[src/rtl/sum_collector.sv]
// Collects GROUP non-zero 5-bit samples into sum/max/count; result valid 1 cycle after the closing accept or flush.
// Holds the result until out_ready; in_ready drops for the whole hold, so upstream stalls rather than losing samples.
module sum_collector #(
  parameter int GROUP = 4
) (
  input  logic       clk,
  input  logic       rst,
  input  logic       in_valid,
  input  logic [4:0] in_data,
  output logic       in_ready,
  input  logic       flush,
  output logic       out_valid,
  input  logic       out_ready,
  output logic [7:0] out_sum,
  output logic [4:0] out_max,
  output logic [3:0] out_cnt,
  output logic [7:0] skip_cnt
);

  localparam logic [3:0] GROUP_C = 4'(GROUP);

  typedef enum logic {ACCUM, HOLD} state_t;

  state_t     state_q;
  logic [7:0] acc_q, acc_d;
  logic [4:0] max_q, max_d;
  logic [3:0] cnt_q, cnt_d;
  logic [7:0] skip_q;
  logic       out_valid_q;
  logic [7:0] out_sum_q;
  logic [4:0] out_max_q;
  logic [3:0] out_cnt_q;
  logic       nz_acc;
  logic       zero_acc;
  logic       emit;

  // Only meaningful in ACCUM, where in_ready is high and any valid sample is accepted.
  always_comb begin
    nz_acc   = in_valid && (in_data != 5'd0);
    zero_acc = in_valid && (in_data == 5'd0);
    acc_d    = acc_q + (nz_acc ? {3'b000, in_data} : 8'd0);
    max_d    = (nz_acc && (in_data > max_q)) ? in_data : max_q;
    cnt_d    = cnt_q + {3'b000, nz_acc};
    emit     = (nz_acc && (cnt_d == GROUP_C)) || (flush && (cnt_d != 4'd0));
  end

  always_ff @(posedge clk) begin
    if (rst) begin
      state_q     <= ACCUM;
      acc_q       <= 8'd0;
      max_q       <= 5'd0;
      cnt_q       <= 4'd0;
      skip_q      <= 8'd0;
      out_valid_q <= 1'b0;
      out_sum_q   <= 8'd0;
      out_max_q   <= 5'd0;
      out_cnt_q   <= 4'd0;
    end else begin
      case (state_q)
        ACCUM: begin
          acc_q <= acc_d;
          max_q <= max_d;
          cnt_q <= cnt_d;
          if (zero_acc && (skip_q != 8'hFF))
            skip_q <= skip_q + 8'd1;
          if (emit) begin
            state_q     <= HOLD;
            out_valid_q <= 1'b1;
            out_sum_q   <= acc_d;
            out_max_q   <= max_d;
            out_cnt_q   <= cnt_d;
          end
        end
        HOLD: begin
          // flush is deliberately not captured here; the group is already closed.
          if (out_ready) begin
            state_q     <= ACCUM;
            out_valid_q <= 1'b0;
            out_sum_q   <= 8'd0;
            out_max_q   <= 5'd0;
            out_cnt_q   <= 4'd0;
            acc_q       <= 8'd0;
            max_q       <= 5'd0;
            cnt_q       <= 4'd0;
          end
        end
        default: state_q <= ACCUM;
      endcase
    end
  end

  assign in_ready  = (state_q == ACCUM);
  assign out_valid = out_valid_q;
  assign out_sum   = out_sum_q;
  assign out_max   = out_max_q;
  assign out_cnt   = out_cnt_q;
  assign skip_cnt  = skip_q;

endmodule
[config.mk]
export PLATFORM = sky130hd
export DESIGN_NAME = sum_collector
export DESIGN_NICKNAME = d
export VERILOG_FILES = /design/src/rtl/sum_collector.sv
export SDC_FILE = /design/constraint.sdc
export NUM_CORES = 1
export LEC_CHECK = 0
export CAP_MARGIN = 15
export CORE_ASPECT_RATIO = 1.2
export CORE_MARGIN = 5
export CORE_UTILIZATION = 40
export CTS_CLUSTER_DIAMETER = 50
export CTS_CLUSTER_SIZE = 24
export DETAILED_ROUTE_END_ITERATION = 6
export PLACE_DENSITY = 0.73
export SYNTH_ARGS = -nofsm -noshare
export SYNTH_HDL_FRONTEND = slang
export SYNTH_SLANG_ARGS = --single-unit
export TNS_END_PERCENT = 30
[constraint.sdc]
create_clock -name clk -period 3.5 [get_ports clk]
set_input_delay 0.525 -clock clk [delete_from_list [all_inputs] [get_ports clk]]
set_output_delay 0.525 -clock clk [all_outputs]
set_load 0.01 [all_outputs]
# After elaboration in Yosys (flattened, before gate mapping)
# Cells that the tools add are included.
[word_totals]
word_cells = 50
input_bits = 10
output_inout_bits = 27
reg_bits = 44
[op_classes]
bitwise = 1
n_reduce_logical = 12
magnitude_cmp = 1
muxes = 20
n_eq_ne = 4
add_sub_neg = 3
[ops]
columns = ["operator", "n"]
rows = [
  ["8-bit one-hot mux with 2 select lines", 2],
  ["5-bit two-way mux", 4],
  ["5-bit one-hot mux with 2 select lines", 2],
  ["8-bit two-way mux", 2],
  ["4-bit one-hot mux with 2 select lines", 2],
  ["8-bit by 1-bit adder with 8-bit output, second input constant", 1],
  ["8-bit by 5-bit adder with 8-bit output", 1],
  ["4-bit two-way mux", 2],
  ["8-bit inequality test, second input constant", 1],
  ["1-bit logical AND", 6],
  ["5-bit > comparator", 1],
  ["5-bit zero test", 1],
  ["5-bit nonzero test", 1],
  ["4-bit by 1-bit adder with 4-bit output", 1],
  ["4-bit by 3-bit equality test with 1-bit output, second input constant", 1],
  ["1-bit two-way mux", 4],
  ["1-bit one-hot mux with 2 select lines", 2],
  ["2-bit AND reduction", 2],
  ["4-bit nonzero test", 1],
  ["2-bit by 1-bit inequality test with 1-bit output, second input constant", 1],
  ["2-bit inequality test, second input constant", 1],
  ["1-bit logical OR", 1],
  ["1-bit inverter", 1],
]

# Longest topological paths before layout
[depth]
ltp_word = 8
depth_mapped = 9
ltp_nobuf = 8

# Worst setup path after synthesis
# Ideal clock, no wire load.
[synth_path]
kind = "input to register"
startpoint = "input in_data[1]"
endpoint = "register out_sum_q[5], in the netlist out_sum[5]"
path_buffers = 1
setup_slack_ns = 0.505
cell_stages = 9
arrival_ns = 2.900
setup_ns = 0.096
required_ns = 3.404
cell_sequence = "or4_4 > o21a_4 > ha_1 > ha_1 > nor2_1 > a31o_2 > buf_2 > nand2_1 > o41ai_2"
[synth_via]
elab_chain_len = 8
word_cells_on_any_way = 14
classes_between = "add/sub: 2; eq/ne: 2; mux: 3; reduce/logical: 7"
[synth_lines]
columns = ["element", "line", "source"]
rows = [
  ["from (decl)", "9", "input logic [4:0] in_data,"],
  ["5-bit nonzero test", "39", "nz_acc = in_valid && (in_data != 5'd0);"],
  ["1-bit logical AND", "39", ""],
  ["4-bit by 1-bit adder with 4-bit output", "43", "cnt_d = cnt_q + {3'b000, nz_acc};"],
  ["4-bit by 3-bit equality test with 1-bit output / 4-bit nonzero test (equally long branches)", "44", "emit = (nz_acc && (cnt_d == GROUP_C)) || (flush && (cnt_d != 4'd0));"],
  ["1-bit logical AND", "44", ""],
  ["1-bit logical OR", "44", ""],
  ["2-bit by 1-bit inequality test with 1-bit output (no line)", "-", ""],
  ["2-bit AND reduction (no line)", "-", ""],
  ["to (signal assigned)", "55", "out_sum_q <= 8'd0;"],
  ["to (signal assigned)", "69", "out_sum_q <= acc_d;"],
  ["to (signal assigned)", "79", "out_sum_q <= 8'd0;"],
  ["to (decl)", "30", "logic [7:0] out_sum_q;"],
]
# Parallel ways exist; a longest one is shown, timed or not. The select of a mux whose other input is x is not followed.
# A chain may end at the register's enable or synchronous reset.

# Worst setup path after layout
[layout_path]
startpoint = "input in_data[1]"
endpoint = "register out_max_q[3], in the netlist out_max[3]"
[layout_via]
elab_chain_len = 8
word_cells_on_any_way = 15
classes_between = "add/sub: 1; order compare: 1; eq/ne: 2; mux: 3; reduce/logical: 8"
[layout_lines]
columns = ["element", "line", "source"]
rows = [
  ["5-bit nonzero test", "39", ""],
  ["1-bit logical AND", "39", ""],
  ["4-bit by 1-bit adder with 4-bit output", "43", ""],
  ["4-bit by 3-bit equality test with 1-bit output / 4-bit nonzero test (equally long branches)", "44", ""],
  ["1-bit logical AND", "44", ""],
  ["1-bit logical OR", "44", ""],
  ["2-bit by 1-bit inequality test with 1-bit output (no line)", "-", ""],
  ["2-bit AND reduction (no line)", "-", ""],
  ["to (signal assigned)", "70", "out_max_q <= max_d;"],
  ["to (decl)", "31", "logic [4:0] out_max_q;"],
]
# Parallel ways exist; a longest one is shown, timed or not. The select of a mux whose other input is x is not followed.

==> out/metrics.cfg <==
[logic_synthesis]
synth_edf_count=0
netlist.area_leader.share=0.365
synthCells=277
synth_warnings=0
synth_cell_type_count=56
synth_area_leaders=dfxtp_1, a21oi_1, ha_1
ys_ff_latch=44
syn-mean-instance-area_um2=8.72
syn_area_mm2=0.00242
synthArstFlopShare=0
synth_ff_type=dfxtp_1
synthesis.nets=301
yosysSeqAreaShare=0.365
post-synth-top-area-cell=dfxtp_1

[setup_path]
worst_path_max_delay_cell=or4_4
r2r_start=max_q[3]$_SDFFE_PP0P_
cp_top_family=compound AO/OA/AOI/OAI gates
reg2reg_depth=7
path_buf_inv=1
r2r_end=out_max[4]$_SDFFE_PP0P_
crit_chain=clkdlybuf4s50_1 > or4_4 > o21a_4 > ha_1 > ha_1 > xnor2_1 > a31o_2 > o21ai_2 > a311oi_1
end_kind=flip-flop
cp_max_fo=14
arrival_ns=3.37
max_stage_delay_ns=0.58
crit_top_cell=ha_1
rrSetupSlack_ns=1.32
crit_required_ns=3.69
worstSetupPathType=input port to flip-flop
cp-start-kind=input port

[layout]
nFillCells=606
final_util=0.498
multi_input_area_mm2=0.00142
instances_no_fill=402
regArea_um2=881
stdcell_area_mm2=0.00298
syn_to_final_growth_pct=23.2
drive_above_1_share=0.100
antenna_cells=0
final_nets=343

[grt]
grt_max_degree=24
grtUsageTotal=0.159
grt_pass1_wl_mm=9.71
antenna_found_initial=0
grt_pass1_vias=2070
grt_overflow_total=0

[outcome]
outcome=complete, no violations

[clock_network]
ctsHoldBuffers=0
cts_tree=done
cts.clk_slew.worst_paths_ns=0.08
root_buffer=clkbuf_8
clk_latency_ns=0.30
numClockSinks=44
cts_buffer_depth=2
htreeDepth=2
cts_made_buffers=5
post-cts-setup-buffer-count=0
cts-resized-gates=0

[detailed_routing]
drt-vias-per-instance=5.50
totalWireLength_mm=5.89
drc=0
via_count=2213
final_antenna_net_count=0
wl_per_cell_um=14.7
drt_iter0_drc=169
first_pass_iters=4

[place]
dpl_worst_slack_ns=0.0304
place_area_mm2=0.00289
io_buffers=36
hpwl_mm=4.34
place.gp.congestion=0.835
dp_cells=394

[power_and_ir_drop]
finalPower_mw=1.34
peakVddDrop_uv=216
power_leakage_nw=1.08
pwr_density_cell_mw_per_mm2=449

[floorplanning]
rows=31
die-area_mm2=0.00770
die_h_um=95.1
io_pins=37
die_w_um=80.9
start_util=0.404
core_mm2=0.00597

[timing]
hold_violations=0
max_freq_mhz=314
skew_ns=0.00838
period_share=0.909
setup_viol=0
timing_max_transition_violations_final=0
fin_ws_ns=0.318
tightest_slew_ns=0.910
slew_headroom=0.392
finalCriticalPeriod_ns=3.18
rsz0062_at_grt=false
fin_tns_setup_ns=0
whs_ns=0.467

[worst_hold_path]
hold_path_class=flip-flop to flip-flop
min_path_cells=2
min_from=out_valid$_SDFFE_PP0P_
hold_end=out_valid$_SDFFE_PP0P_

[job]
maxCapViolCount=0

## worst reg2reg max path: stages (launching register included)
cell and delay, ns:
dfxtp_1 0.36, inv_1 0.06, ha_1 0.31, nand4_1 0.13
o21ba_2 0.24, a211oi_2 0.55, nand2_1 0.19, a311oi_1 0.26
## report_power, final
group | total [mW] | internal, mW | switching, mW
sequential | 0.580 | 0.549 | 0.0309
clock | 0.332 | 0.161 | 0.170
combinational | 0.424 | 0.185 | 0.239
total | 1.34 | 0.896 | 0.440
## logic make-up after synthesis
group / count (synthesis) / share of synthesized area
AOI/OAI and AO/OA: 89 / 0.253
xor gates and xnor gates: 12 / 0.0466
and+or+nand+nor: 95 / 0.208
DFF: 44 / 0.365
buffers and inverters: 22 / 0.0482
adders and majority gates: 14 / 0.0756
muxes: 1 / 0.00414
## routing by layer
metal | vias to the layer above | global-route usage | wire length, um
met5 | - | 0 | 0
met4 | 0 | 0.0507 | 88
met3 | 7 | 0.0265 | 158
met2 | 35 | 0.284 | 3000
met1 | 1061 | 0.192 | 2640
li1 | 1110 | - | -
## cells in the mapped netlist (3+ instances only)
| library cell | count |
|---|---|
| a311oi_1 | 5 |
| nand4_1 | 6 |
| ha_1 | 13 |
| and2_1 | 5 |
| clkbuf_1 | 7 |
| buf_6 | 3 |
| o21ai_0 | 7 |
| xnor2_1 | 3 |
| xor2_1 | 8 |
| o211ai_1 | 11 |
| nor2_1 | 23 |
| a211oi_1 | 3 |
| nand3_1 | 17 |
| and3_1 | 4 |
| dfxtp_1 | 44 |
| nand3b_1 | 5 |
| inv_1 | 8 |
| a21o_1 | 5 |
| a21oi_1 | 38 |
| nand2_1 | 21 |
## state kept, by name, indices dropped and copies added (netlist names)
signal and flops:
acc_q 8, cnt_q 4, max_q 5, out_cnt 4
out_max 5, out_sum 8, out_valid 1, skip_cnt 8
state_q 1
## placed cells by master, fill, tap and decap left out, types with 2 or more instances in the layout
cell type        instances
dfxtp_1                 44
a21oi_1                 38
clkdlybuf4s50_1         36
nor2_1                  23
nand2_1                 21
nand3_1                 17
ha_1                    13
buf_4                   12
o211ai_1                11
inv_1                    8
xor2_1                   8
o21ai_0                  7
nand4_1                  6
clkbuf_8                 6
and2_1                   5
a21o_1                   5
a311oi_1                 5
nand3b_1                 5
and3_1                   4
a211oi_1                 3
xnor2_1                  3
a31oi_1                  2
a31o_2                   2
or3_2                    2
or3_1                    2
o2111ai_1                2
clkbuf_1                 2
## cell type report
class                   instances  area share
inverters                       9      0.0113
multi-input cells             211       0.477
repair buffers                 48       0.151
flip-flops and latches         44       0.296
well taps                      82      0.0345
clock buffers                   8      0.0303
## worst max-delay path by stage
| stage | start | endpoint | cells past startpoint |
|---|---|---|---|
| after global placement | in_data[1] | out_max[4]$_SDFFE_PP0P_ | 10 |
| final | in_data[1] | out_max[3]$_SDFFE_PP0P_ | 9 |
| after detailed placement | in_data[1] | out_max[1]$_SDFFE_PP0P_ | 10 |
| after CTS | in_data[1] | out_max[3]$_SDFFE_PP0P_ | 10 |
| after floorplan | in_data[1] | out_sum[5]$_SDFFE_PP0P_ | 9 |
| after global routing | in_data[1] | out_max[1]$_SDFFE_PP0P_ | 9 |
(Power assumes the default switching activity.)
